$ cat src/rtl/hwpe_sel_ctrl_pkg.sv
// Shared types for the HWPE select controller: FSM state encoding and
// outstanding-counter width helper.
package hwpe_sel_ctrl_pkg;

  typedef enum logic [1:0] {
    RUN    = 2'd0,
    DRAIN  = 2'd1,
    GATED  = 2'd2,
    SETTLE = 2'd3
  } hwpe_sel_state_e;

  // Wide enough to hold 0..max_outst inclusive.
  function automatic int outst_cnt_w(input int max_outst);
    return (max_outst < 1) ? 1 : $clog2(max_outst + 1);
  endfunction

endpackage

$ cat src/rtl/hwpe_outst_cnt.sv
// Saturating outstanding-transaction counter with a sticky overflow/underflow flag.
// idle_nxt_o reports whether the count will be zero after this cycle's update.
module hwpe_outst_cnt #(
  parameter int MAX_OUTST = 8,
  parameter int CNT_W     = 4
) (
  input  logic clk_i,
  input  logic rst_i,
  input  logic inc_i,
  input  logic dec_i,
  output logic idle_nxt_o,
  output logic err_o
);

  localparam logic [CNT_W-1:0] CNT_MAX = CNT_W'(MAX_OUTST);

  logic [CNT_W-1:0] cnt_q, cnt_nxt;
  logic             ovf, unf;

  always_comb begin
    cnt_nxt = cnt_q;
    ovf     = 1'b0;
    unf     = 1'b0;
    if (inc_i && !dec_i) begin
      if (cnt_q == CNT_MAX) ovf = 1'b1;
      else                  cnt_nxt = cnt_q + CNT_W'(1);
    end else if (dec_i && !inc_i) begin
      if (cnt_q == '0) unf = 1'b1;
      else             cnt_nxt = cnt_q - CNT_W'(1);
    end
  end

  assign idle_nxt_o = (cnt_nxt == '0);

  always_ff @(posedge clk_i or posedge rst_i) begin
    if (rst_i) begin
      cnt_q <= '0;
      err_o <= 1'b0;
    end else begin
      cnt_q <= cnt_nxt;
      if (ovf || unf) err_o <= 1'b1;
    end
  end

endmodule

$ cat src/rtl/hwpe_sel_ctrl.sv
// HWPE select/enable controller: drains the active HWPE and its buses, gates the
// clock for one cycle while swapping the selection, then lets the new clock settle.
module hwpe_sel_ctrl
  import hwpe_sel_ctrl_pkg::*;
#(
  parameter int N_HWPES       = 2,
  parameter int SEL_W         = (N_HWPES > 1) ? $clog2(N_HWPES) : 1,
  parameter int MAX_OUTST     = 8,
  parameter int SETTLE_CYCLES = 2
) (
  input  logic             clk_i,
  input  logic             rst_i,
  input  logic             sw_req_valid_i,
  output logic             sw_req_ready_o,
  input  logic [SEL_W-1:0] sw_req_sel_i,
  input  logic             sw_req_en_i,
  output logic             switch_done_o,
  input  logic             hwpe_busy_i,
  input  logic             cfg_req_i,
  input  logic             cfg_gnt_i,
  input  logic             cfg_r_valid_i,
  input  logic             tcdm_req_i,
  input  logic             tcdm_gnt_i,
  input  logic             tcdm_r_valid_i,
  output logic             cfg_stall_o,
  output logic [SEL_W-1:0] hwpe_sel_o,
  output logic             hwpe_en_o,
  output logic             err_o
);

  localparam int CNT_W = outst_cnt_w(MAX_OUTST);
  localparam int ST_W  = $clog2(SETTLE_CYCLES + 1);

  hwpe_sel_state_e  state_q;
  logic [SEL_W-1:0] sel_q, req_sel_q;
  logic             en_q, req_en_q, done_q;
  logic [ST_W-1:0]  settle_q;

  logic cfg_inc, tcdm_inc, cfg_idle_nxt, tcdm_idle_nxt, cfg_err, tcdm_err, drained;

  assign cfg_inc  = cfg_req_i & cfg_gnt_i;
  assign tcdm_inc = tcdm_req_i & tcdm_gnt_i;

  hwpe_outst_cnt #(.MAX_OUTST(MAX_OUTST), .CNT_W(CNT_W)) u_cfg_cnt (
    .clk_i(clk_i), .rst_i(rst_i), .inc_i(cfg_inc), .dec_i(cfg_r_valid_i),
    .idle_nxt_o(cfg_idle_nxt), .err_o(cfg_err)
  );

  hwpe_outst_cnt #(.MAX_OUTST(MAX_OUTST), .CNT_W(CNT_W)) u_tcdm_cnt (
    .clk_i(clk_i), .rst_i(rst_i), .inc_i(tcdm_inc), .dec_i(tcdm_r_valid_i),
    .idle_nxt_o(tcdm_idle_nxt), .err_o(tcdm_err)
  );

  // Safe to gate once the last response retires this cycle and nothing new was granted.
  assign drained = (!hwpe_busy_i || !en_q) && cfg_idle_nxt && tcdm_idle_nxt &&
                   !cfg_inc && !tcdm_inc;

  always_ff @(posedge clk_i or posedge rst_i) begin
    if (rst_i) begin
      state_q   <= RUN;
      sel_q     <= '0;
      en_q      <= 1'b0;
      req_sel_q <= '0;
      req_en_q  <= 1'b0;
      settle_q  <= '0;
      done_q    <= 1'b0;
    end else begin
      done_q <= 1'b0;
      case (state_q)
        RUN: begin
          if (sw_req_valid_i) begin
            req_sel_q <= sw_req_sel_i;
            req_en_q  <= sw_req_en_i;
            if (sw_req_sel_i == sel_q && sw_req_en_i == en_q) done_q  <= 1'b1;
            else                                               state_q <= DRAIN;
          end
        end
        DRAIN: if (drained) state_q <= GATED;
        GATED: begin
          sel_q    <= req_sel_q;
          en_q     <= req_en_q;
          settle_q <= '0;
          if (req_en_q) begin
            state_q <= SETTLE;
          end else begin
            state_q <= RUN;
            done_q  <= 1'b1;
          end
        end
        SETTLE: begin
          if (settle_q == ST_W'(SETTLE_CYCLES - 1)) begin
            state_q <= RUN;
            done_q  <= 1'b1;
          end else begin
            settle_q <= settle_q + ST_W'(1);
          end
        end
        default: state_q <= RUN;
      endcase
    end
  end

  always_comb begin
    hwpe_en_o = en_q;
    case (state_q)
      GATED:   hwpe_en_o = 1'b0;
      SETTLE:  hwpe_en_o = 1'b1;
      default: hwpe_en_o = en_q;
    endcase
  end

  assign sw_req_ready_o = (state_q == RUN);
  assign cfg_stall_o    = (state_q != RUN);
  assign hwpe_sel_o     = sel_q;
  assign switch_done_o  = done_q;
  assign err_o          = cfg_err | tcdm_err;

endmodule

$ cat config.mk
export PLATFORM = sky130hd
export DESIGN_NAME = hwpe_sel_ctrl
export DESIGN_NICKNAME = d
export VERILOG_FILES = /design/src/rtl/hwpe_sel_ctrl_pkg.sv /design/src/rtl/hwpe_outst_cnt.sv /design/src/rtl/hwpe_sel_ctrl.sv
export SDC_FILE = /design/constraint.sdc
export NUM_CORES = 1
export LEC_CHECK = 0
export ABC_AREA = 0
export CORE_AREA = 2 2 69 71
export DETAILED_ROUTE_END_ITERATION = 8
export DIE_AREA = 0 0 71 73
export HOLD_SLACK_MARGIN = 0.08
export SKIP_LAST_GASP = 1
export SLEW_MARGIN = 20
export SYNTH_ARGS = -nofsm -noshare
export SYNTH_HDL_FRONTEND = slang
export SYNTH_SLANG_ARGS = --single-unit
$ cat constraint.sdc
create_clock -name clk_i -period 3.9 [get_ports clk_i]
set_input_delay 0.585 -clock clk_i [delete_from_list [all_inputs] [get_ports clk_i]]
set_output_delay 0.585 -clock clk_i [all_outputs]
set_load 0.02 [all_outputs]
After elaboration in Yosys (flattened, before gate mapping). Index checks and enable logic that the tools add are counted.

Logic and storage cells: 92. Latch bits: 0. ROM bits: 0. Input port bits: 12. Register bits: 19. Bits in writable memories: 0. Memories: 0.

Mux-type cells: 32. Equal/unequal tests: 13. Order comparisons: 0. Add/subtract/negate cells: 5. Divide/modulo/power cells: 0. Multipliers: 0. Shift-type cells: 0. Bitwise gates (word level): 3. Reduce and logical (&&, ||, !) cells: 28.

Operator list (number): 4-bit 2-to-1 mux (8); 4-bit logical NOT (4); 1-bit 2-to-1 mux (14); 2-bit 2-to-1 mux (6); 2-bit inequality test, second input constant (5); 1-bit logical AND (9); 4-bit by 1-bit adder with 4-bit output, second input constant (2); 4-bit equality test, second input constant (2); 2-bit one-hot mux with 4 select lines (1); 4-bit by 1-bit subtractor with 4-bit output, second input constant (2); 1-bit logical NOT (6); 2-bit by 1-bit equality test with 1-bit output, second input constant (2); 2-bit equality test, second input constant (2); 2-bit one-hot mux with 2 select lines (1); 2-bit AND reduction (2); 4-bit AND reduction (1); 2-bit nonzero test (2); 1-bit logical OR (3); 1-bit one-hot mux with 3 select lines (1); 2-bit by 1-bit adder with 2-bit output, second input constant (1); 1-bit bitwise AND (2); 1-bit equality test (2); 2-bit logical NOT (1); 1-bit one-hot mux with 2 select lines (1); 1-bit bitwise OR (1).

Longest topological paths before layout.
Depth after elaboration: 12. Depth in mapped cells: 8.

Hierarchy. A second synthesis with hierarchy kept.

Cells, all modules: 134. Area, all modules: 1300.0 µm².

Modules (own cells, without submodules): hwpe_outst_cnt (sequential area each 125.1 µm², cells each 45, instances 2, area an instance 412.9 µm²); hwpe_sel_ctrl (sequential area each 225.2 µm², cells each 44, instances 1, area an instance 474.2 µm²).

Worst setup path before layout. Ideal clock, no wire load.

Path kind: input to register. Start point: input cfg_r_valid_i. End point: register state_q[0]. Data arrival time: 2.012 ns. Slack: 1.768 ns. Cell stages on the path: 7. Data required time: 3.780 ns. Library setup time: 0.120 ns. Cell sequence: buf_6 a21bo_4 o22ai_1 or4_4 nor4_1 nand4_1 a31o_1.

Longest elaborated chain between the ends: 10. Elaborated cells on any way between the ends: 12.

RTL lines: start, declared (line hwpe_sel_ctrl.sv:21) `input logic cfg_r_valid_i,`; 1-bit logical AND or 1-bit logical NOT (tied branches) (line hwpe_outst_cnt.sv:27, hwpe_outst_cnt.sv:24); 4-bit 2-to-1 mux or 1-bit logical AND (tied branches) (line hwpe_outst_cnt.sv:27, hwpe_outst_cnt.sv:24); 4-bit 2-to-1 mux * (line hwpe_outst_cnt.sv:24) `if (inc_i && !dec_i) begin`; net u_cfg_cnt.cnt_nxt[2] (line hwpe_outst_cnt.sv:17) `logic [CNT_W-1:0] cnt_q, cnt_nxt;`; 4-bit logical NOT * (line hwpe_outst_cnt.sv:33) `assign idle_nxt_o = (cnt_nxt == '0);`; 1-bit logical AND * (3 in a row) (line hwpe_sel_ctrl.sv:55) `assign drained = (!hwpe_busy_i || !en_q) && cfg_idle_nxt && tcdm_idle_nxt &&`; 1-bit logical AND * (line hwpe_sel_ctrl.sv:56) `!cfg_inc && !tcdm_inc;`; 2-bit inequality test (no line) *; 4-bit AND reduction (no line) *; end signal, assigned (line hwpe_sel_ctrl.sv:60) `state_q <= RUN;`; end signal, assigned (line hwpe_sel_ctrl.sv:75) `else state_q <= DRAIN;`; end signal, assigned (line hwpe_sel_ctrl.sv:78) `DRAIN: if (drained) state_q <= GATED;`; end, declared (line hwpe_sel_ctrl.sv:34) `hwpe_sel_state_e state_q;`.

The timed path passes the listed nets; every way through them passes the cells marked *. A chain may end at the register's enable or synchronous reset.

Final worst setup path.
Start point: input cfg_r_valid_i. End point: register state_q[0].

Longest elaborated chain between the ends: 10. Elaborated cells on any way between the ends: 12.

RTL lines (line): 1-bit logical AND or 1-bit logical NOT (tied branches) (hwpe_outst_cnt.sv:27, hwpe_outst_cnt.sv:24); 4-bit 2-to-1 mux or 1-bit logical AND (tied branches) (hwpe_outst_cnt.sv:27, hwpe_outst_cnt.sv:24); 4-bit 2-to-1 mux * (hwpe_outst_cnt.sv:24); 4-bit logical NOT * (hwpe_outst_cnt.sv:33); 1-bit logical AND * (3 in a row) (hwpe_sel_ctrl.sv:55); 1-bit logical AND * (hwpe_sel_ctrl.sv:56); 2-bit inequality test (no line) *; 4-bit AND reduction (no line) *.

Every way passes the cells marked *; elsewhere a longest branch is shown, timed or not.

==> flow_summary.toml <==
[outcome]
status = "finished clean"

[floorplan]
ios = 18
die_w_um = 71
initial_core_util = 0.2814
die_y_um = 73
rows = 25
fp.dieArea_um2 = 5183
core_region_area_um2 = 4536

[clock_network]
postCtsSetupBuffers = 0
cts_root_buf = "clkbuf_8"
cts_buffer_depth = 2
cts_tree = "done"
clock_latency_ns = 0.25
cts_inserted_buffers = 3
hold_buffers = 0
cts_sinks = 19
clkTransAtPathRegs_ns = 0.07
htree_levels = 1
cts_resized = 0

[logic_synthesis]
synth_cell_types = 50
ys_seq_elements = 19
yosys_warnings = 0
syn-num-nets = 153
synth-seq-area-share = 0.3725
yosys-top-cells-area = "dfrtp_1, ha_1, inv_1"
syn-mean-instance-area_um2 = 9.384
synthFlopType = "dfrtp_1"
netlist_area_um2 = 1276
syn-instance-count = 136
synth_edf_count = 0
synthArstFlopShare = 1.000
yosysTopAreaCell = "dfrtp_1"
synth_top_area_frac = 0.3725

[global_routing]
grt_use_total = 0.1022
grt_pass1_wl_mm = 4.250
grt_pass1_vias = 919
grt-ovfl-total = 0
antenna_found_initial = 0
grt_max_degree = 20

[placed_design]
gp_congestion = 0.8008
pre_cts_slack_ns = 0.9067
dpl.hpwl_mm = 1.931
port_buffers = 17

[setup_path]
start_kind = "primary input"
crit_top_cell = "nand4_1"
critPathLaunch = "cfg_r_valid_i"
worst-r2r-cell-count = 8
r2r_start = "u_cfg_cnt.cnt_q[0]"
critPathMaxFanout = 12
worst_setup_path_end_kind = "flip-flop"
path_class = "primary input to flip-flop"
crit_required_ns = 4.05
crit_buf_inv = 1
cp.arrival_ns = 2.84
crit_path_top_delay_cell = "clkdlybuf4s50_1"
cp.depth = 7
path_cells = "clkdlybuf4s50_1, or4b_4, o221ai_2, nand4_1, nor4_1, nand4_1, a31o_1"
worst_path_largest_cell_delay_ns = 0.66
critPathTopFamily = "simple AND/OR/NAND/NOR gates"

[drt]
routed_wl_mm = 2.482
met1_length_mm = 1.165
viasPerCell = 5.092
wl_per_cell_um = 12.05
ant_nets = 0
highest_layer = "met4"
dr_wl_met3_um = 82
drc_errors = 0
drt_iter0_drc = 60
num_vias = 1049
dr.pass1.iters = 4
met2WireLength_mm = 1.163

[worst_hold_path]
hold_class = "flip-flop to flip-flop"
hold_start = "u_cfg_cnt.err_o"
whs_path_depth = 1

[job]
max-cap-violations = 0

[timing]
fin_ws_ns = 1.208
hold_violations = 0
min_period_over_period = 0.6904
setup-violations-final = 0
fin_crit_ns = 2.692
fmax_ghz = 0.3714
finalSetupTns_ns = 0
hold_slack_ns = 0.4645
maxSlewViolCount = 0
tightest_slew_ns = 0.7067
skew_ns = 0.007069
grt_setup_unrepaired = "false"
relSlewSlack = 0.5283

[cells_and_area]
drive_gt1_frac = 0.1316
diodes = 0
fin_nets = 170
areaGrowthSynthToFinish_pct = 19.51

[power]
vdd_ir_drop_max_v = 0.0001500
powerDensity_nw_per_um2 = 597.3
p_leak_nw = 0.6253
fin_total_pwr_w = 0.0009111
## state kept, by name, indices dropped and copies added (netlist names), 2 cells and up
name and flops:
u_cfg_cnt.cnt_q 4, u_tcdm_cnt.cnt_q 4, settle_q 2, state_q 2
## final cells by class
type	count	area [µm²]
fillers	454	3010
multi-input cells	99	718.2
flip-flops and latches	19	475.5
repair buffers	17	170.2
well taps	54	67.56
inverters	13	48.80
clock buffers	4	45.04
## worst reg2reg max path: stages (launching register included)
cell and delay (ns):
dfrtp_1 0.42, inv_1 0.10, ha_1 0.27, nand3b_1 0.14, o22ai_1 0.10, or4_4 0.53, nor4_1 0.29, nand4_1 0.17
a31o_1 0.25
## routing by layer
metal,global-route usage,vias up
li1,-,533
met1,0.1391,489
met2,0.1578,21
met3,0.01519,6
met4,0.05241,0
met5,0,-
## layout by cell type (no fill, tap or decap), types with 3 or more instances in the layout
| cell | netlist | final |
|---|---|---|
| nand2_1 | 12 | 12 |
| nand3_1 | 3 | 3 |
| inv_1 | 13 | 13 |
| dfrtp_1 | 19 | 19 |
| ha_1 | 5 | 5 |
| clkdlybuf4s50_1 | 0 | 17 |
| a21oi_1 | 5 | 5 |
| nor3_1 | 3 | 3 |
| mux2_2 | 4 | 4 |
| nand4_1 | 3 | 3 |
| clkbuf_8 | 0 | 3 |
| xnor2_1 | 3 | 3 |
| nor2_1 | 6 | 6 |
| o211ai_1 | 3 | 3 |
| o21ai_0 | 7 | 7 |
## cells by family (layout without fill, tap and decap cells)
family / count (synthesis) / count (layout) / synth area share
AO/OA/AOI/OAI: 36 / 36 / 0.2137
flip-flops: 19 / 19 / 0.3726
XOR/XNOR: 5 / 5 / 0.03432
AND/OR/NAND/NOR: 47 / 47 / 0.2147
adder cells (fa/ha/maj): 5 / 5 / 0.04902
buffers and inverters: 18 / 34 / 0.06471
multiplexers: 6 / 6 / 0.05098
## path summary, 6_finish.rpt
path / slack, ns / to
setup reg to reg: 1.52 / state_q[0]
hold / removal: 0.46 / u_cfg_cnt.err_o
setup / recovery: 1.21 / state_q[0]
max in group asynchronous: 2.70 / u_tcdm_cnt.err_o
hold reg to reg: 0.46 / u_cfg_cnt.err_o
min in group asynchronous: 0.75 / hwpe_sel_o
## where the power goes
group / internal [W] / switching (W)
logic: 0.000206 / 0.000198
clock network: 0.0000726 / 0.0000627
registers: 0.000272 / 0.0000993
total: 0.000551 / 0.000360
## through the flow
step / cell area (µm²) / utilization / std cells
after detailed placement: 1480 / 0.3263 / 202
final: 1525 / 0.3363 / 206
after global routing: 1525 / 0.3363 / 206
after floorplan: 1276 / - / 136
after global placement: 1480 / 0.3263 / 202
after CTS: 1525 / 0.3363 / 206
## cells in the mapped netlist, types with 2 or more instances
| library cell | count |
|---|---|
| dfrtp_1 | 19 |
| inv_1 | 13 |
| nand2_1 | 12 |
| o21ai_0 | 7 |
| nor2_1 | 6 |
| a21oi_1 | 5 |
| ha_1 | 5 |
| mux2_2 | 4 |
| clkbuf_1 | 3 |
| nand3_1 | 3 |
| nand4_1 | 3 |
| nor3_1 | 3 |
| o211ai_1 | 3 |
| xnor2_1 | 3 |
| and3b_1 | 2 |
| buf_6 | 2 |
| mux2i_1 | 2 |
| nand3b_1 | 2 |
| nor4_1 | 2 |
| o22ai_1 | 2 |
| o2bb2ai_1 | 2 |
| o31ai_1 | 2 |
| or2_2 | 2 |
| or3_2 | 2 |
| xor2_1 | 2 |
(Power assumes the default switching activity.)
